==> config.mk <==
export PLATFORM = sky130hd
export DESIGN_NAME = efeito_fim_jogo
export DESIGN_NICKNAME = d
export VERILOG_FILES = /design/src/rtl/efeito_fim_jogo.sv
export SDC_FILE = /design/constraint.sdc
export NUM_CORES = 1
export LEC_CHECK = 0
export ABC_AREA = 1
export CAP_MARGIN = 5
export CORE_MARGIN = 4
export CORE_UTILIZATION = 36
export CTS_CLUSTER_SIZE = 40
export DETAILED_ROUTE_END_ITERATION = 10
export PLACE_DENSITY = 0.91
export SYNTH_ARGS = -nofsm -noshare
export SYNTH_HDL_FRONTEND = slang
export SYNTH_SLANG_ARGS = --single-unit
==> constraint.sdc <==
create_clock -name clk_1Hz -period 2 [get_ports clk_1Hz]
set_input_delay 0.4 -clock clk_1Hz [delete_from_list [all_inputs] [get_ports clk_1Hz]]
set_output_delay 0.4 -clock clk_1Hz [all_outputs]
set_load 0.02 [all_outputs]
==> src/rtl/efeito_fim_jogo.sv <==
// End-of-game effect generator: defeat blink and victory LED chase on the 1 Hz game clock.
// Outputs are a pure combinational decode of the state and counter registers.
module efeito_fim_jogo #(
    parameter int NUM_HEX         = 8,
    parameter int NUM_LEDR        = 18,
    parameter int MEIO_PERIODO    = 1,
    parameter int NUM_PISCADAS    = 0,
    parameter int NUM_VOLTAS      = 0,
    parameter int SEG_ATIVO_BAIXO = 1
) (
    input  logic                   clk_1Hz,
    input  logic                   reset,
    input  logic                   sinalderrota,
    input  logic                   sinalvitoria,
    output logic [7*NUM_HEX-1:0]   HEX,
    output logic [NUM_LEDR-1:0]    LEDR,
    output logic                   ativo,
    output logic                   fim
);

    localparam int FASE_W  = $clog2(MEIO_PERIODO) + 1;
    localparam int PISC_W  = $clog2(NUM_PISCADAS + 1) + 1;
    localparam int POS_W   = $clog2(NUM_LEDR) + 1;
    localparam int VOLTA_W = $clog2(NUM_VOLTAS + 1) + 1;

    localparam logic [FASE_W-1:0]  FASE_MAX    = FASE_W'(MEIO_PERIODO - 1);
    localparam logic [FASE_W-1:0]  FASE_UM     = FASE_W'(1);
    localparam logic [PISC_W-1:0]  PISC_ALVO   = PISC_W'(NUM_PISCADAS);
    localparam logic [PISC_W-1:0]  PISC_UM     = PISC_W'(1);
    localparam logic [POS_W-1:0]   POS_MAX     = POS_W'(NUM_LEDR - 1);
    localparam logic [POS_W-1:0]   POS_UM      = POS_W'(1);
    localparam logic [VOLTA_W-1:0] VOLTA_ALVO  = VOLTA_W'(NUM_VOLTAS);
    localparam logic [VOLTA_W-1:0] VOLTA_UM    = VOLTA_W'(1);
    localparam bit                 PISC_LIMITE = (NUM_PISCADAS != 0);
    localparam bit                 VOLTA_LIMITE = (NUM_VOLTAS != 0);

    localparam logic [6:0] SEG_ACESO   = (SEG_ATIVO_BAIXO != 0) ? 7'h00 : 7'h7F;
    localparam logic [6:0] SEG_APAGADO = ~SEG_ACESO;

    typedef enum logic [2:0] {
        IDLE,
        D_ON,
        D_OFF,
        V_CHASE,
        HOLD_D,
        HOLD_V
    } estado_t;

    estado_t              r_estado, w_estado_prox;
    logic [FASE_W-1:0]    r_fase, w_fase_prox;
    logic [PISC_W-1:0]    r_piscadas, w_piscadas_prox;
    logic [POS_W-1:0]     r_pos, w_pos_prox;
    logic [VOLTA_W-1:0]   r_voltas, w_voltas_prox;
    logic [VOLTA_W-1:0]   w_voltas_inc;

    assign w_voltas_inc = r_voltas + VOLTA_UM;

    always_ff @(posedge clk_1Hz or posedge reset) begin
        if (reset) begin
            r_estado   <= IDLE;
            r_fase     <= '0;
            r_piscadas <= '0;
            r_pos      <= '0;
            r_voltas   <= '0;
        end else begin
            r_estado   <= w_estado_prox;
            r_fase     <= w_fase_prox;
            r_piscadas <= w_piscadas_prox;
            r_pos      <= w_pos_prox;
            r_voltas   <= w_voltas_prox;
        end
    end

    always_comb begin
        w_estado_prox   = r_estado;
        w_fase_prox     = r_fase;
        w_piscadas_prox = r_piscadas;
        w_pos_prox      = r_pos;
        w_voltas_prox   = r_voltas;
        case (r_estado)
            IDLE: begin
                // Defeat is checked first so it wins when both triggers rise together
                if (sinalderrota) begin
                    w_estado_prox   = D_ON;
                    w_fase_prox     = '0;
                    w_piscadas_prox = '0;
                end else if (sinalvitoria) begin
                    w_estado_prox = V_CHASE;
                    w_fase_prox   = '0;
                    w_pos_prox    = '0;
                    w_voltas_prox = '0;
                end
            end
            D_ON: begin
                if (!sinalderrota) begin
                    w_estado_prox = IDLE;
                    w_fase_prox   = '0;
                end else if (r_fase == FASE_MAX) begin
                    w_estado_prox   = D_OFF;
                    w_fase_prox     = '0;
                    w_piscadas_prox = r_piscadas + PISC_UM;
                end else begin
                    w_fase_prox = r_fase + FASE_UM;
                end
            end
            D_OFF: begin
                if (!sinalderrota) begin
                    w_estado_prox = IDLE;
                    w_fase_prox   = '0;
                end else if (r_fase == FASE_MAX) begin
                    w_fase_prox = '0;
                    if (PISC_LIMITE && (r_piscadas == PISC_ALVO)) begin
                        w_estado_prox = HOLD_D;
                    end else begin
                        w_estado_prox = D_ON;
                    end
                end else begin
                    w_fase_prox = r_fase + FASE_UM;
                end
            end
            HOLD_D: begin
                if (!sinalderrota) begin
                    w_estado_prox = IDLE;
                end
            end
            V_CHASE: begin
                if (sinalderrota) begin
                    w_estado_prox   = D_ON;
                    w_fase_prox     = '0;
                    w_piscadas_prox = '0;
                    w_pos_prox      = '0;
                    w_voltas_prox   = '0;
                end else if (!sinalvitoria) begin
                    w_estado_prox = IDLE;
                    w_fase_prox   = '0;
                    w_pos_prox    = '0;
                end else if (r_fase == FASE_MAX) begin
                    w_fase_prox = '0;
                    if (r_pos == POS_MAX) begin
                        w_pos_prox    = '0;
                        w_voltas_prox = w_voltas_inc;
                        if (VOLTA_LIMITE && (w_voltas_inc == VOLTA_ALVO)) begin
                            w_estado_prox = HOLD_V;
                        end
                    end else begin
                        w_pos_prox = r_pos + POS_UM;
                    end
                end else begin
                    w_fase_prox = r_fase + FASE_UM;
                end
            end
            HOLD_V: begin
                if (sinalderrota) begin
                    w_estado_prox   = D_ON;
                    w_fase_prox     = '0;
                    w_piscadas_prox = '0;
                    w_pos_prox      = '0;
                    w_voltas_prox   = '0;
                end else if (!sinalvitoria) begin
                    w_estado_prox = IDLE;
                    w_pos_prox    = '0;
                end
            end
            default: begin
                w_estado_prox   = IDLE;
                w_fase_prox     = '0;
                w_piscadas_prox = '0;
                w_pos_prox      = '0;
                w_voltas_prox   = '0;
            end
        endcase
    end

    always_comb begin
        HEX   = {NUM_HEX{SEG_APAGADO}};
        LEDR  = '0;
        ativo = (r_estado != IDLE);
        fim   = (r_estado == HOLD_D) || (r_estado == HOLD_V);
        case (r_estado)
            D_ON, HOLD_D: begin
                HEX  = {NUM_HEX{SEG_ACESO}};
                LEDR = '1;
            end
            V_CHASE: begin
                // The walking digit repeats every NUM_HEX LED positions
                for (int i = 0; i < NUM_HEX; i++) begin
                    if ((int'(r_pos) % NUM_HEX) == i) begin
                        HEX[7*i +: 7] = SEG_ACESO;
                    end
                end
                for (int i = 0; i < NUM_LEDR; i++) begin
                    LEDR[i] = (int'(r_pos) == i);
                end
            end
            HOLD_V: begin
                LEDR = '1;
            end
            default: begin
                HEX  = {NUM_HEX{SEG_APAGADO}};
                LEDR = '0;
            end
        endcase
    end

endmodule

# Yosys cells after proc, flatten, opt, wreduce, memory -nomap -nowiden
# Index checks and enable logic that the tools add are counted.
totals:
  reg_bits: 10
  input_bits: 4
  output_inout_bits: 76
  word_cells: 97
classes:
  addsub: 2
  eq_ne: 40
  mux: 37
  bitwise_logic: 2
  reduce_logical: 13
ops:
  columns: ["op", "count"]
  rows:
  - ["56-bit one-hot mux with 2 select lines", 1]
  - ["7-bit 2-to-1 mux", 8]
  - ["6-bit by 5-bit equality test with 1-bit output, second input constant", 9]
  - ["6-bit 2-to-1 mux", 8]
  - ["18-bit one-hot mux with 2 select lines", 1]
  - ["32-bit zero test", 1]
  - ["3-bit 2-to-1 mux", 9]
  - ["6-bit by 4-bit equality test with 1-bit output, second input constant", 4]
  - ["6-bit one-hot mux with 4 select lines", 1]
  - ["3-bit equality test, second input constant", 6]
  - ["3-bit inequality test, second input constant", 5]
  - ["3-bit one-hot mux with 5 select lines", 1]
  - ["3-bit by 2-bit equality test with 1-bit output, second input constant", 4]
  - ["6-bit by 3-bit equality test with 1-bit output, second input constant", 2]
  - ["6-bit equality test, second input constant", 2]
  - ["5-bit AND reduction", 2]
  - ["2-bit inequality test, second input constant", 4]
  - ["1-bit 2-to-1 mux", 7]
  - ["6-bit by 1-bit adder with 6-bit output, second input constant", 1]
  - ["3-bit by 1-bit equality test with 1-bit output, second input constant", 2]
  - ["6-bit by 2-bit equality test with 1-bit output, second input constant", 1]
  - ["6-bit zero test", 1]
  - ["2-bit OR reduction", 3]
  - ["3-bit OR reduction", 2]
  - ["8 further kinds", 9]

# Logic depth before layout (Yosys ltp)
# Gate-level depths: netlist (run 1).
depth:
  depth_word: 6
  ltp_mapped: 8
  ltp_nobuf: 8

# Worst setup path before layout (run 1)
# OpenSTA, ideal clock, no wires.
synth_timing:
  kind: "register -> output"
  startpoint: "reg r_pos[0]"
  endpoint: "out HEX[22]"
  arrival_ps: 1929
  required_time_ps: 1600
  path_slack_ps: -329
  stages_incl_launch_ff: 5
  path_buffers: 1
  path_cell_list: "dfrtp_1 ha_1 ha_1 o21ai_0 buf_4"
synth_via:
  elab_chain_len: 3
synth_rtl:
  columns: ["element", "line", "text"]
  rows:
  - ["from (decl)", "52", "logic [POS_W-1:0] r_pos, w_pos_prox;"]
  - ["from (signal assigned)", "69", "r_pos <= w_pos_prox;"]
  - ["3-bit equality test", "187", "if ((int'(r_pos) % NUM_HEX) == i) begin"]
  - ["7-bit 2-to-1 mux", "187", null]
  - ["56-bit one-hot mux with 2 select lines", "179", "case (r_estado)"]
  - ["to (decl)", "15", "output logic [7*NUM_HEX-1:0] HEX,"]
# No other way between the ends.

# Worst setup path after layout (run 1)
layout_timing:
  startpoint: "reg r_estado[1]"
  endpoint: "out LEDR[17]"
layout_via:
  elab_chain_len: 3
  elab_cells_between_ends: 6
  cone_classes: "4 x eq/ne; 1 x mux; 1 x reduce/logical"
layout_rtl:
  columns: ["element", "line", "text"]
  rows:
  - ["from (decl)", "49", "estado_t r_estado, w_estado_prox;"]
  - ["from (signal assigned)", "66", "r_estado <= w_estado_prox;"]
  - ["3-bit equality test or 3-bit by 1-bit equality test with 1-bit output (tied branches)", "179", null]
  - ["3-bit OR reduction (no source line)", null, null]
  - ["18-bit one-hot mux with 2 select lines *", "179", null]
  - ["to (decl)", "16", "output logic [NUM_LEDR-1:0] LEDR,"]
# Mark *: on every way between the ends. The rest lies on a longest branch, timed or not.

==> out/metrics.sh, run 1 <==
RUN_STATUS='finished with violations'
VIOLATIONS='negative setup slack'
DIE-AREA_UM2=4269
DIE_Y_UM=65.34
MAX_CAP_VIOLATIONS=0
CTS_TREE='built'
SYNTH-WARNING-COUNT=0
CORE_AREA_UM2=3103
REPORT.FINAL.SLEW_VIOL_COUNT=0
GRT_OVERFLOW_TOTAL=0
FINALHOLDVIOLCOUNT=0
WORSTSETUPSTARTPOINTTYPE='flip-flop'
YS_FF_LATCH=8
IO_PINS=80
SYN_INST=175
TIMING.SETUP.CRITICAL_PATH_CLASS='flip-flop to output port'
FINCLKSKEW_NS=0.005921
CLOCK_SINKS=8
STARTING_UTILIZATION_OF_THE_CORE_AREA=0.3815
CRITICAL_PATH.REG2REG.STARTPOINT='r_estado[0]'
CRITICAL_PATH.STARTPOINT='r_estado[1]'
HTREE_LEVELS=1
TOTALWIRELENGTH_MM=4.008
ROWS=20
TIMING.CRITICAL_PATH.TO='LEDR[17]'
CTSROOTBUFFERMASTER='clkbuf_4'
CTS_HOLD_BUFFERS=0
VIAS_PER_CELL=4.701
R2R-END='r_pos[1]'
CLOCK_TREE.BUFFER_DEPTH=2
SYNTH.AREA.TOP_CELLS='buf_4 (31%), dfrtp_1 (17%), o21ai_0 (13%), ha_1 (9.5%), nand2_1 (7.6%)'
PLACE.PORT_BUFFERS=78
DRT_FIRST_PASS_ITERS=5
POST_SYN_NETS=188
DIE_WIDTH_UM=65.34
YOSYS.AREA.TOP_TYPE='buf_4'
GRT_PASS1_VIAS=1239
ANTENNA_CELLS_INSERTED=0
WORSTPATHARRIVAL_NS=1.72
GRT_FIRST_PASS_WIRELENGTH_MM=5.727
DETAILEDROUTE.FIRSTITERATIONVIOLATIONS=24
TIMING.CRITICAL_PATH.REQUIRED_NS=1.60
CTS.CLK_SLEW.WORST_PATHS_NS=0.06
WHS_NS=0.3766
R2R.WORST_PATH.CELLS=9
FIN_NETS=249
FINALWEIGHTEDCONGESTION=0.9738
DRIVE_GT1_FRAC=0.6026
NUMBER_OF_BUFFERS_CREATED_BY_CTS=3
POST-SYNTH-TOP-AREA-FRACTION=0.3108
ROUTED-VIA-COUNT=1307
FILL_CELLS=297
POSTSYNTHAREAPERCELL_UM2=6.764
KIND_OF_END_POINT_OF_THE_CRITICAL_PATH='output port'
PORTION_OF_THE_CLOCK_CYCLE_CONSUMED_BY_THE_WORST_PATH_IN_THE_FINAL_LAYOUT=1.059
WL_PER_CELL_UM=14.42
SETUP_SLACK_OF_THE_MOST_CRITICAL_REG_TO_REG_PATH_NS=0.11
SYNTHESIS.AREA_UM2=1184
ANTENNA_VIOLATIONS_BEFORE_REPAIR=0
FINAL_COMMON_CELL='buf_4'
COUNT_OF_NETS_LEFT_WITH_ANTENNA_VIOLATIONS_AFTER_DETAIL_ROUTING=0
FIN_WORST_SETUP_SLACK_NS=-0.1173
SEQ_AREA_FRAC_SYNTH=0.1691
FINAL-SETUP-VIOL-COUNT=45
CLOCK_LATENCY_OF_THE_LATER_CLOCKED_REGISTER_IN_THE_WORST_SKEW_PAIR_NS=0.28
PATH_CATEGORY_OF_THE_WORST_MIN_DELAY_CHECK='input pin to asynchronous set/reset pin'
GLOBALROUTETOTALUTIL=0.1720
CRITICAL_PATH_PEAK_FANOUT=19
FINAL.MIN_CLOCK_PERIOD_NS=2.117
LAYOUT.CELLS.MOST_COMMON_LIST='buf_4 (43), buf_2 (32), inv_1 (20)'
SYNTHDISTINCTLIBCELLS=20
GRT_MAX_DEGREE=20
DRC_ERRORS=0
HPWL_MM=2.937
AREAGROWTHSYNTHTOFINISH_PCT=55.60
F_MAX_GHz=0.4723
RSZ0062_AT_GRT='yes'
## through the flow
step / util / std cells / TNS (ns) / cell area [um2] / worst slack, ns
after global routing: 0.5935 / 278 / -8.045 / 1842 / -0.2027
after global placement: 0.5887 / 271 / -9.718 / 1827 / -0.1937
after CTS: 0.5476 / 275 / -0.9006 / 1699 / -0.1332
after floorplan: - / 175 / -0.4441 / 1184 / -0.03701
after detailed placement: 0.5887 / 271 / -13.26 / 1827 / -0.2569
final: 0.5935 / 278 / -2.719 / 1842 / -0.1173
## cells by family (layout without fill, tap and decap cells)
kind of cell,count (synthesis),in the layout,share of synthesized area
simple gates,42,42,0.1543
fa+ha+maj,9,9,0.09514
buf+inv,76,135,0.4038
other cells,1,1,0.003168
compound gates,39,39,0.1744
flops,8,8,0.1691
## synth_stat cells
master,count
buf_4,49
o21ai_0,31
nand2_1,24
inv_1,23
ha_1,9
dfrtp_1,8
nand3_1,8
nor2_1,8
o22ai_1,3
o31ai_1,2
a21oi_1,1
buf_6,1
clkbuf_1,1
clkbuf_2,1
conb_1,1
inv_2,1
nand4_1,1
nor3_4,1
o21ai_1,1
o21bai_1,1
## per-layer routing
| layer | vias up | GRT usage | part of all wire |
|---|---|---|---|
| met4 | 0 | 0.08290 | 0.026 |
| met1 | 604 | 0.1808 | 0.36 |
| met2 | 62 | 0.3110 | 0.52 |
| met3 | 12 | 0.04957 | 0.087 |
| met5 | - | 0 | 0 |
| li1 | 629 | - | - |
## cell type report
class | instances | area, um2 | share of cell area
repair buffers | 108 | 844.6 | 0.4586
multi-input cells | 91 | 626.9 | 0.3404
flip-flops and latches | 8 | 200.2 | 0.1087
inverters | 24 | 92.59 | 0.05027
well taps | 44 | 55.05 | 0.02989
clock buffers | 3 | 22.52 | 0.01223
## worst max-delay path, cell delays in order, from the launching register on
cell and delay (ns):
dfrtp_1 0.42, inv_1 0.09, ha_1 0.19, inv_1 0.10, buf_4 0.27, o21ai_1 0.12
clkdlybuf4s15_2 0.27
## how the worst min path moves through the flow
stage | start | end
floorplan | reset | r_estado[0]
global placement | r_pos[0] | r_pos[0]
detailed placement | r_pos[0] | r_pos[0]
CTS | reset | r_pos[1]
global route | reset | r_pos[3]
finish | reset | r_pos[1]
## timing repair
| action | in CTS | in global routing |
|---|---|---|
| buffers inserted | 1 | 3 |
| setup endpoints to repair | 75 | 74 |
| gates resized for setup | 353 | 44 |
| endpoints found under the hold margin | 0 | 0 |
| pin swaps | 5 | 6 |
## state kept, by name, summed over array words and instances, names as in the netlist
register and cells:
r_pos 6, r_estado 2
Power of run 1 is left out: the tool's default activity adds up to more than one toggle a clock period on the data nets, which glitch-free logic cannot reach.
==> inputs of run 2 (changes only) <==
ABC_AREA = 0   (was 1)
PLACE_DENSITY = 0.9   (was 0.91)
==> out/metrics.sh, run 2 <==
RUN_STATUS='finished with violations'  # unchanged
VIOLATIONS='negative setup slack'  # unchanged
CTS_TREE='built'  # unchanged
MAX_CAP_VIOLATIONS=0  # unchanged
POST_SYN_NETS=166  # was 188
SETUP_SLACK_OF_THE_MOST_CRITICAL_REG_TO_REG_PATH_NS=0.10  # was 0.11 ns
FINALWEIGHTEDCONGESTION=0.7329  # was 0.9738
DRT_FIRST_PASS_ITERS=4  # was 5
CLOCK_TREE.BUFFER_DEPTH=2  # unchanged
DIE_WIDTH_UM=66.24  # was 65.34 um
WORST-PATH-STAGES=6  # unchanged
REPORT.FINAL.SLEW_VIOL_COUNT=0  # unchanged
CORE_AREA_UM2=3153  # was 3103 um2
FINAL_COMMON_CELL='buf_4'  # unchanged
WORSTPATHARRIVAL_NS=1.67  # was 1.72 ns
HPWL_MM=2.811  # was 2.937 mm
DRIVE_GT1_FRAC=0.6682  # was 0.6026
WHS_NS=0.3946  # was 0.3766 ns
COUNT_OF_NETS_LEFT_WITH_ANTENNA_VIOLATIONS_AFTER_DETAIL_ROUTING=0  # unchanged
TIMING.CRITICAL_PATH.TO='HEX[41]'  # was LEDR[17]
CRITICAL_PATH_PEAK_FANOUT=8  # was 19
GRT_PASS1_VIAS=1134  # was 1239
CLOCK_SINKS=8  # unchanged
GRT_OVERFLOW_TOTAL=0  # unchanged
POST-SYNTH-TOP-AREA-FRACTION=0.3074  # was 0.3108
YS_FF_LATCH=8  # unchanged
LARGEST_REGISTER_FF_COUNT=6  # unchanged
SYNTH_COMMONEST_CELLS='buf_4 (50), a21o_1 (17), ha_1 (9)'  # was buf_4 (49), o21ai_0 (31), nand2_1 (24)
VIAS_PER_CELL=4.839  # was 4.701
KIND_OF_END_POINT_OF_THE_CRITICAL_PATH='output port'  # unchanged
SYNTHESIS.AREA_UM2=1221  # was 1184 um2
TIMING.CRITICAL_PATH.REQUIRED_NS=1.60  # about the same
SYN_INST=153  # was 175
ROWS=20  # unchanged
SYNTH_FLOP_CELL='dfrtp_1'  # unchanged
REGMOSTFLOPS='r_pos'  # unchanged
GRT_FIRST_PASS_WIRELENGTH_MM=5.554  # was 5.727 mm
FINALHOLDVIOLCOUNT=0  # unchanged
AREAGROWTHSYNTHTOFINISH_PCT=64.55  # was 55.60%
TIMING.SETUP.CRITICAL_PATH_CLASS='flip-flop to output port'  # unchanged
HTREE_LEVELS=1  # unchanged
SYNTHDISTINCTLIBCELLS=30  # was 20
DIE-AREA_UM2=4388  # was 4269 um2
YOSYS.AREA.TOP_TYPE='buf_4'  # unchanged
DRC_ERRORS=0  # unchanged
SYNTH_MOST_COMMON_CELL='buf_4'  # unchanged
SEQ_AREA_FRAC_SYNTH=0.1639  # was 0.1691
FIN_NETS=226  # was 249
LAYOUT_TOP_REGISTERS='r_pos x6, r_estado x2'  # unchanged
NUMBER_OF_BUFFERS_CREATED_BY_CTS=3  # unchanged
WL_PER_CELL_UM=14.83  # was 14.42 um
ASYNCSETRESETFLOPFRACSYNTH=1.000  # unchanged
CRITICAL_PATH.STARTPOINT='r_estado[1]'  # unchanged
FINAL-SETUP-VIOL-COUNT=29  # was 45
F_MAX_GHz=0.4837  # was 0.4723 GHz
POSTSYNTHAREAPERCELL_UM2=7.982  # was 6.764 um2
CRITPATHSLOWESTCELL='dfrtp_1'  # unchanged
FINAL.MIN_CLOCK_PERIOD_NS=2.067  # was 2.117 ns
CP_SLOWEST_STAGE_DELAY_NS=0.41  # was 0.42 ns
PLACE.DETAILED.INSTANCES=241  # was 271
GLOBALROUTETOTALUTIL=0.1596  # was 0.1720
CLOCK_LATENCY_OF_THE_LATER_CLOCKED_REGISTER_IN_THE_WORST_SKEW_PAIR_NS=0.25  # was 0.28 ns
FINCLKSKEW_NS=0.001099  # was 0.005921 ns
CRITICAL_PATH.TOP_DELAY_FAMILY='buffers and inverters'  # unchanged
STARTING_UTILIZATION_OF_THE_CORE_AREA=0.3873  # was 0.3815
CTSROOTBUFFERMASTER='clkbuf_4'  # unchanged
TOTALWIRELENGTH_MM=3.782  # was 4.008 mm
PATH_CELLS='inv_2 > ha_4 > nor2b_4 > buf_12 > a31oi_4 > buf_4'  # was inv_1 > ha_1 > inv_1 > buf_4 > o21ai_1 > clkdlybuf4s15_2
PRE_CTS_SLACK_NS=-0.3762  # was -0.2569 ns
IO_PINS=80  # unchanged
LAYOUT.CELLS.MOST_COMMON_LIST='buf_4 (45), buf_6 (36), buf_2 (20)'  # was buf_4 (43), buf_2 (32), inv_1 (20)
RSZ0062_AT_GRT='yes'  # unchanged
PATH_CATEGORY_OF_THE_WORST_MIN_DELAY_CHECK='input pin to asynchronous set/reset pin'  # unchanged
SYNTH-WARNING-COUNT=0  # unchanged
ROUTED-VIA-COUNT=1234  # was 1307
FIN_WORST_SETUP_SLACK_NS=-0.06725  # was -0.1173 ns
TIMING.CRITICAL_PATH.BUF_INV=3  # was 4
DIE_Y_UM=66.24  # was 65.34 um
R2R-END='r_pos[3]'  # was r_pos[1]
ANTENNA_CELLS_INSERTED=0  # unchanged
R2R.WORST_PATH.CELLS=7  # was 9
WORSTSETUPSTARTPOINTTYPE='flip-flop'  # unchanged
CRITICAL_PATH.REG2REG.STARTPOINT='r_estado[0]'  # unchanged
SYNTH-EDFF-COUNT=0  # unchanged
SYNTH.AREA.TOP_CELLS='buf_4 (31%), dfrtp_1 (16%), a21o_1 (10%), ha_1 (9.2%), a21oi_1 (3.3%)'  # was buf_4 (31%), dfrtp_1 (17%), o21ai_0 (13%), ha_1 (9.5%), nand2_1 (7.6%)
FINAL_CELL_COUNT_NO_FILL=255  # was 278
ANTENNA_VIOLATIONS_BEFORE_REPAIR=0  # unchanged
GRT_MAX_DEGREE=20  # unchanged
DETAILEDROUTE.FIRSTITERATIONVIOLATIONS=31  # was 24
PLACE.PORT_BUFFERS=78  # unchanged
CTS.CLK_SLEW.WORST_PATHS_NS=0.05  # was 0.06 ns
PORTION_OF_THE_CLOCK_CYCLE_CONSUMED_BY_THE_WORST_PATH_IN_THE_FINAL_LAYOUT=1.034  # was 1.059
-- run 2: layout make-up --
type / count / area [um2]
clock buffer: 3 / 22.52
tap: 44 / 55.05
timing repair buffer: 112 / 942.2
multi-input combinational: 80 / 757.0
sequential: 8 / 202.7
fill: 276 / 1144
inverter: 8 / 30.03
-- run 2: worst min-delay path by stage --
stage / slack [ns] / to / cells after the start
after detailed placement: 0.54 / r_pos[5] / 1
after global routing: 0.40 / r_pos[4] / 2
after global placement: 0.54 / r_pos[5] / 1
final: 0.39 / r_pos[4] / 2
after CTS: 0.40 / r_pos[0] / 2
after floorplan: 0.22 / r_estado[0] / 1
-- run 2: what timing repair did --
action / CTS / global route
pin swaps: 1 / 5
buffers inserted: 8 / 6
gates resized for setup: 340 / 61
endpoints found under the setup margin: 75 / 74
hold buffers: 0 / 0
hold endpoints to repair: 0 / 0
-- run 2: per-layer routing --
layer	routed length, um	vias to the layer above	track usage
met5	0	-	0
met4	38	0	0.04061
met3	341	7	0.05442
met2	1920	63	0.2912
met1	1481	573	0.1740
li1	-	591	-
-- run 2: cells by family (layout without fill, tap and decap cells) --
family          after synthesis  in the layout  share of synthesized area
mux                           2              2                    0.01844
buf+inv                      65            123                     0.3617
fa+ha+maj                     9              9                    0.09221
other cells                   1              1                   0.003071
simple gates                 27             27                     0.1260
compound gates               41             41                     0.2346
flops                         8              8                     0.1639
-- run 2: worst reg2reg max path, delay by kind of cell, from the launching register on --
family,cells,cell delay (ns)
simple gates,3,0.68
buf+inv,2,0.29
flops,1,0.42
compound gates,1,0.26
fa+ha+maj,1,0.19
-- run 2: per-stage QoR --
step	util	setup TNS [ns]	instance area (um2)
2_1_floorplan	-	0	1331
3_3_place_gp	0.6175	-17.66	1947
3_5_place_dp	0.6175	-22.20	1947
4_1_cts	0.5778	-0.5544	1822
5_1_grt	0.6373	-4.402	2009
6_report	0.6373	-0.6536	2009
Power of run 2 is left out for the same reason.
==> inputs of run 3 (changes only) <==
CTS_CLUSTER_SIZE = default   (was 40)
SETUP_SLACK_MARGIN = 0.15   (was default)
==> out/metrics.sh, run 3 (synthesis gave the netlist of run 2 again) <==
GRT_PASS1_VIAS=1317  # was 1134
REGMOSTFLOPS='r_pos'  # unchanged
PLACE.PORT_BUFFERS=78  # unchanged
FINAL.MIN_CLOCK_PERIOD_NS=2.271  # was 2.067 ns
F_MAX_GHz=0.4403  # was 0.4837 GHz
LAYOUT.CELLS.MOST_COMMON_LIST='buf_6 (104), buf_4 (33), a21o_1 (17)'  # was buf_4 (45), buf_6 (36), buf_2 (20)
REPORT.FINAL.SLEW_VIOL_COUNT=0  # unchanged
FILL_CELLS=149  # was 276
PATH_CATEGORY_OF_THE_WORST_MIN_DELAY_CHECK='input pin to asynchronous set/reset pin'  # unchanged
LARGEST_REGISTER_FF_COUNT=6  # unchanged
COUNT_OF_NETS_LEFT_WITH_ANTENNA_VIOLATIONS_AFTER_DETAIL_ROUTING=0  # unchanged
NUMBER_OF_BUFFERS_CREATED_BY_CTS=3  # unchanged
WL_PER_CELL_UM=21.58  # was 14.83 um
FINALHOLDVIOLCOUNT=0  # unchanged
GRT_OVERFLOW_TOTAL=0  # unchanged
CLOCK_SINKS=8  # unchanged
DIE-AREA_UM2=4388  # unchanged
IO_PINS=80  # unchanged
VIOLATIONS='negative setup slack'  # unchanged
GLOBALROUTETOTALUTIL=0.2115  # was 0.1596
CLOCK_TREE.BUFFER_DEPTH=2  # unchanged
SETUP_SLACK_OF_THE_MOST_CRITICAL_REG_TO_REG_PATH_NS=0.01  # was 0.10 ns
STARTING_UTILIZATION_OF_THE_CORE_AREA=0.3873  # unchanged
FINAL_COMMON_CELL='buf_6'  # was buf_4
WORSTSETUPSTARTPOINTTYPE='flip-flop'  # unchanged
MAX_CAP_VIOLATIONS=0  # unchanged
LAYOUT.AREA.SEQ_UM2=203.9  # was 202.7 um2
ANTENNA_VIOLATIONS_BEFORE_REPAIR=0  # unchanged
HTREE_LEVELS=1  # unchanged
TIMING.SETUP.CRITICAL_PATH_CLASS='flip-flop to output port'  # unchanged
ANTENNA_CELLS_INSERTED=0  # unchanged
DIE_WIDTH_UM=66.24  # unchanged
KIND_OF_END_POINT_OF_THE_CRITICAL_PATH='output port'  # unchanged
CRITICAL_PATH_PEAK_FANOUT=6  # was 8
CTS.CLK_SLEW.WORST_PATHS_NS=0.06  # was 0.05 ns
FINCLKSKEW_NS=0.01203  # was 0.001099 ns
CLOCK_LATENCY_OF_THE_LATER_CLOCKED_REGISTER_IN_THE_WORST_SKEW_PAIR_NS=0.28  # was 0.25 ns
CTSROOTBUFFERMASTER='clkbuf_4'  # unchanged
TIMING.CRITICAL_PATH.REQUIRED_NS=1.60  # about the same
RUN_STATUS='finished with violations'  # unchanged
R2R.WORST_PATH.CELLS=10  # was 7
FIN_NETS=257  # was 226
RSZ0062_AT_GRT='yes'  # unchanged
GRT_MAX_DEGREE=20  # unchanged
DIE_Y_UM=66.24  # unchanged
FINALWEIGHTEDCONGESTION=0.8056  # was 0.7329
FINAL-SETUP-VIOL-COUNT=71  # was 29
PORTION_OF_THE_CLOCK_CYCLE_CONSUMED_BY_THE_WORST_PATH_IN_THE_FINAL_LAYOUT=1.136  # was 1.034
DRT_FIRST_PASS_ITERS=4  # unchanged
HPWL_MM=2.757  # was 2.811 mm
FIN_WORST_SETUP_SLACK_NS=-0.2712  # was -0.06725 ns
ROWS=20  # unchanged
DRC_ERRORS=0  # unchanged
WHS_NS=0.3691  # was 0.3946 ns
MULTIINPUTGATEAREA_UM2=809.5  # was 757.0 um2
TOTALWIRELENGTH_MM=6.171  # was 3.782 mm
WORSTPATHARRIVAL_NS=1.87  # was 1.67 ns
CTS_TREE='built'  # unchanged
CORE_AREA_UM2=3153  # unchanged
VIAS_PER_CELL=5.339  # was 4.839
DETAILEDROUTE.FIRSTITERATIONVIOLATIONS=65  # was 31
AREAGROWTHSYNTHTOFINISH_PCT=114.2  # was 64.55%
LAYOUT_TOP_REGISTERS='r_pos x6, r_estado x2'  # unchanged
FIN_AREA_UM2=2616  # was 2009 um2
DRIVE_GT1_FRAC=0.7273  # was 0.6682
ROUTED-VIA-COUNT=1527  # was 1234
GRT_FIRST_PASS_WIRELENGTH_MM=7.072  # was 5.554 mm
PLACED_AREA_UM2=1929  # was 1947 um2
PRE_CTS_SLACK_NS=-0.2704  # was -0.3762 ns
## run 3: metrics by stage
stage	instances	utilization	TNS (ns)
after floorplan	153	-	0
after global placement	240	0.6119	-13.04
after detailed placement	240	0.6119	-16.52
after CTS	264	0.7159	-3.063
after global routing	286	0.8298	-12.81
final	286	0.8298	-10.56
## run 3: worst paths after layout
kind                             start          end
max                        r_estado[0]      HEX[20]
min                              reset     r_pos[4]
max reg2reg                r_estado[0]     r_pos[4]
min reg2reg                   r_pos[1]     r_pos[1]
max in group asynchronous        reset  r_estado[1]
min in group clk_1Hz          r_pos[1]     r_pos[1]
## run 3: layout make-up
class                      count  share of cell area
tap                           44             0.02104
multi-input combinational     80              0.3094
timing repair buffer         143              0.5715
inverter                       8             0.01148
sequential                     8             0.07795
clock buffer                   3            0.008608
## run 3: worst max-delay path, cell delays in order (launching register included)
cell	delay, ns
dfrtp_2	0.46
ha_4	0.21
nor2b_4	0.15
buf_6	0.15
a21oi_4	0.27
buf_6	0.16
buf_6	0.09
buf_6	0.11
## run 3: repair_timing
action                     4_1_cts  5_1_grt
hold buffers                     0        0
hold endpoints to repair         0        0
setup endpoints to repair       76       76
gates resized for setup        455       53
buffers inserted                21       22
pin swaps                        9       18
## run 3: metal layers
| layer | track usage | wire (um) | up-vias | share of wire |
|---|---|---|---|---|
| met2 | 0.4040 | 3126 | 124 | 0.51 |
| met3 | 0.04592 | 598 | 32 | 0.097 |
| met1 | 0.2161 | 2058 | 719 | 0.33 |
| li1 | - | - | 652 | - |
| met4 | 0.09137 | 387 | 0 | 0.063 |
| met5 | 0 | 0 | - | 0 |
Power of run 3 is left out for the same reason.
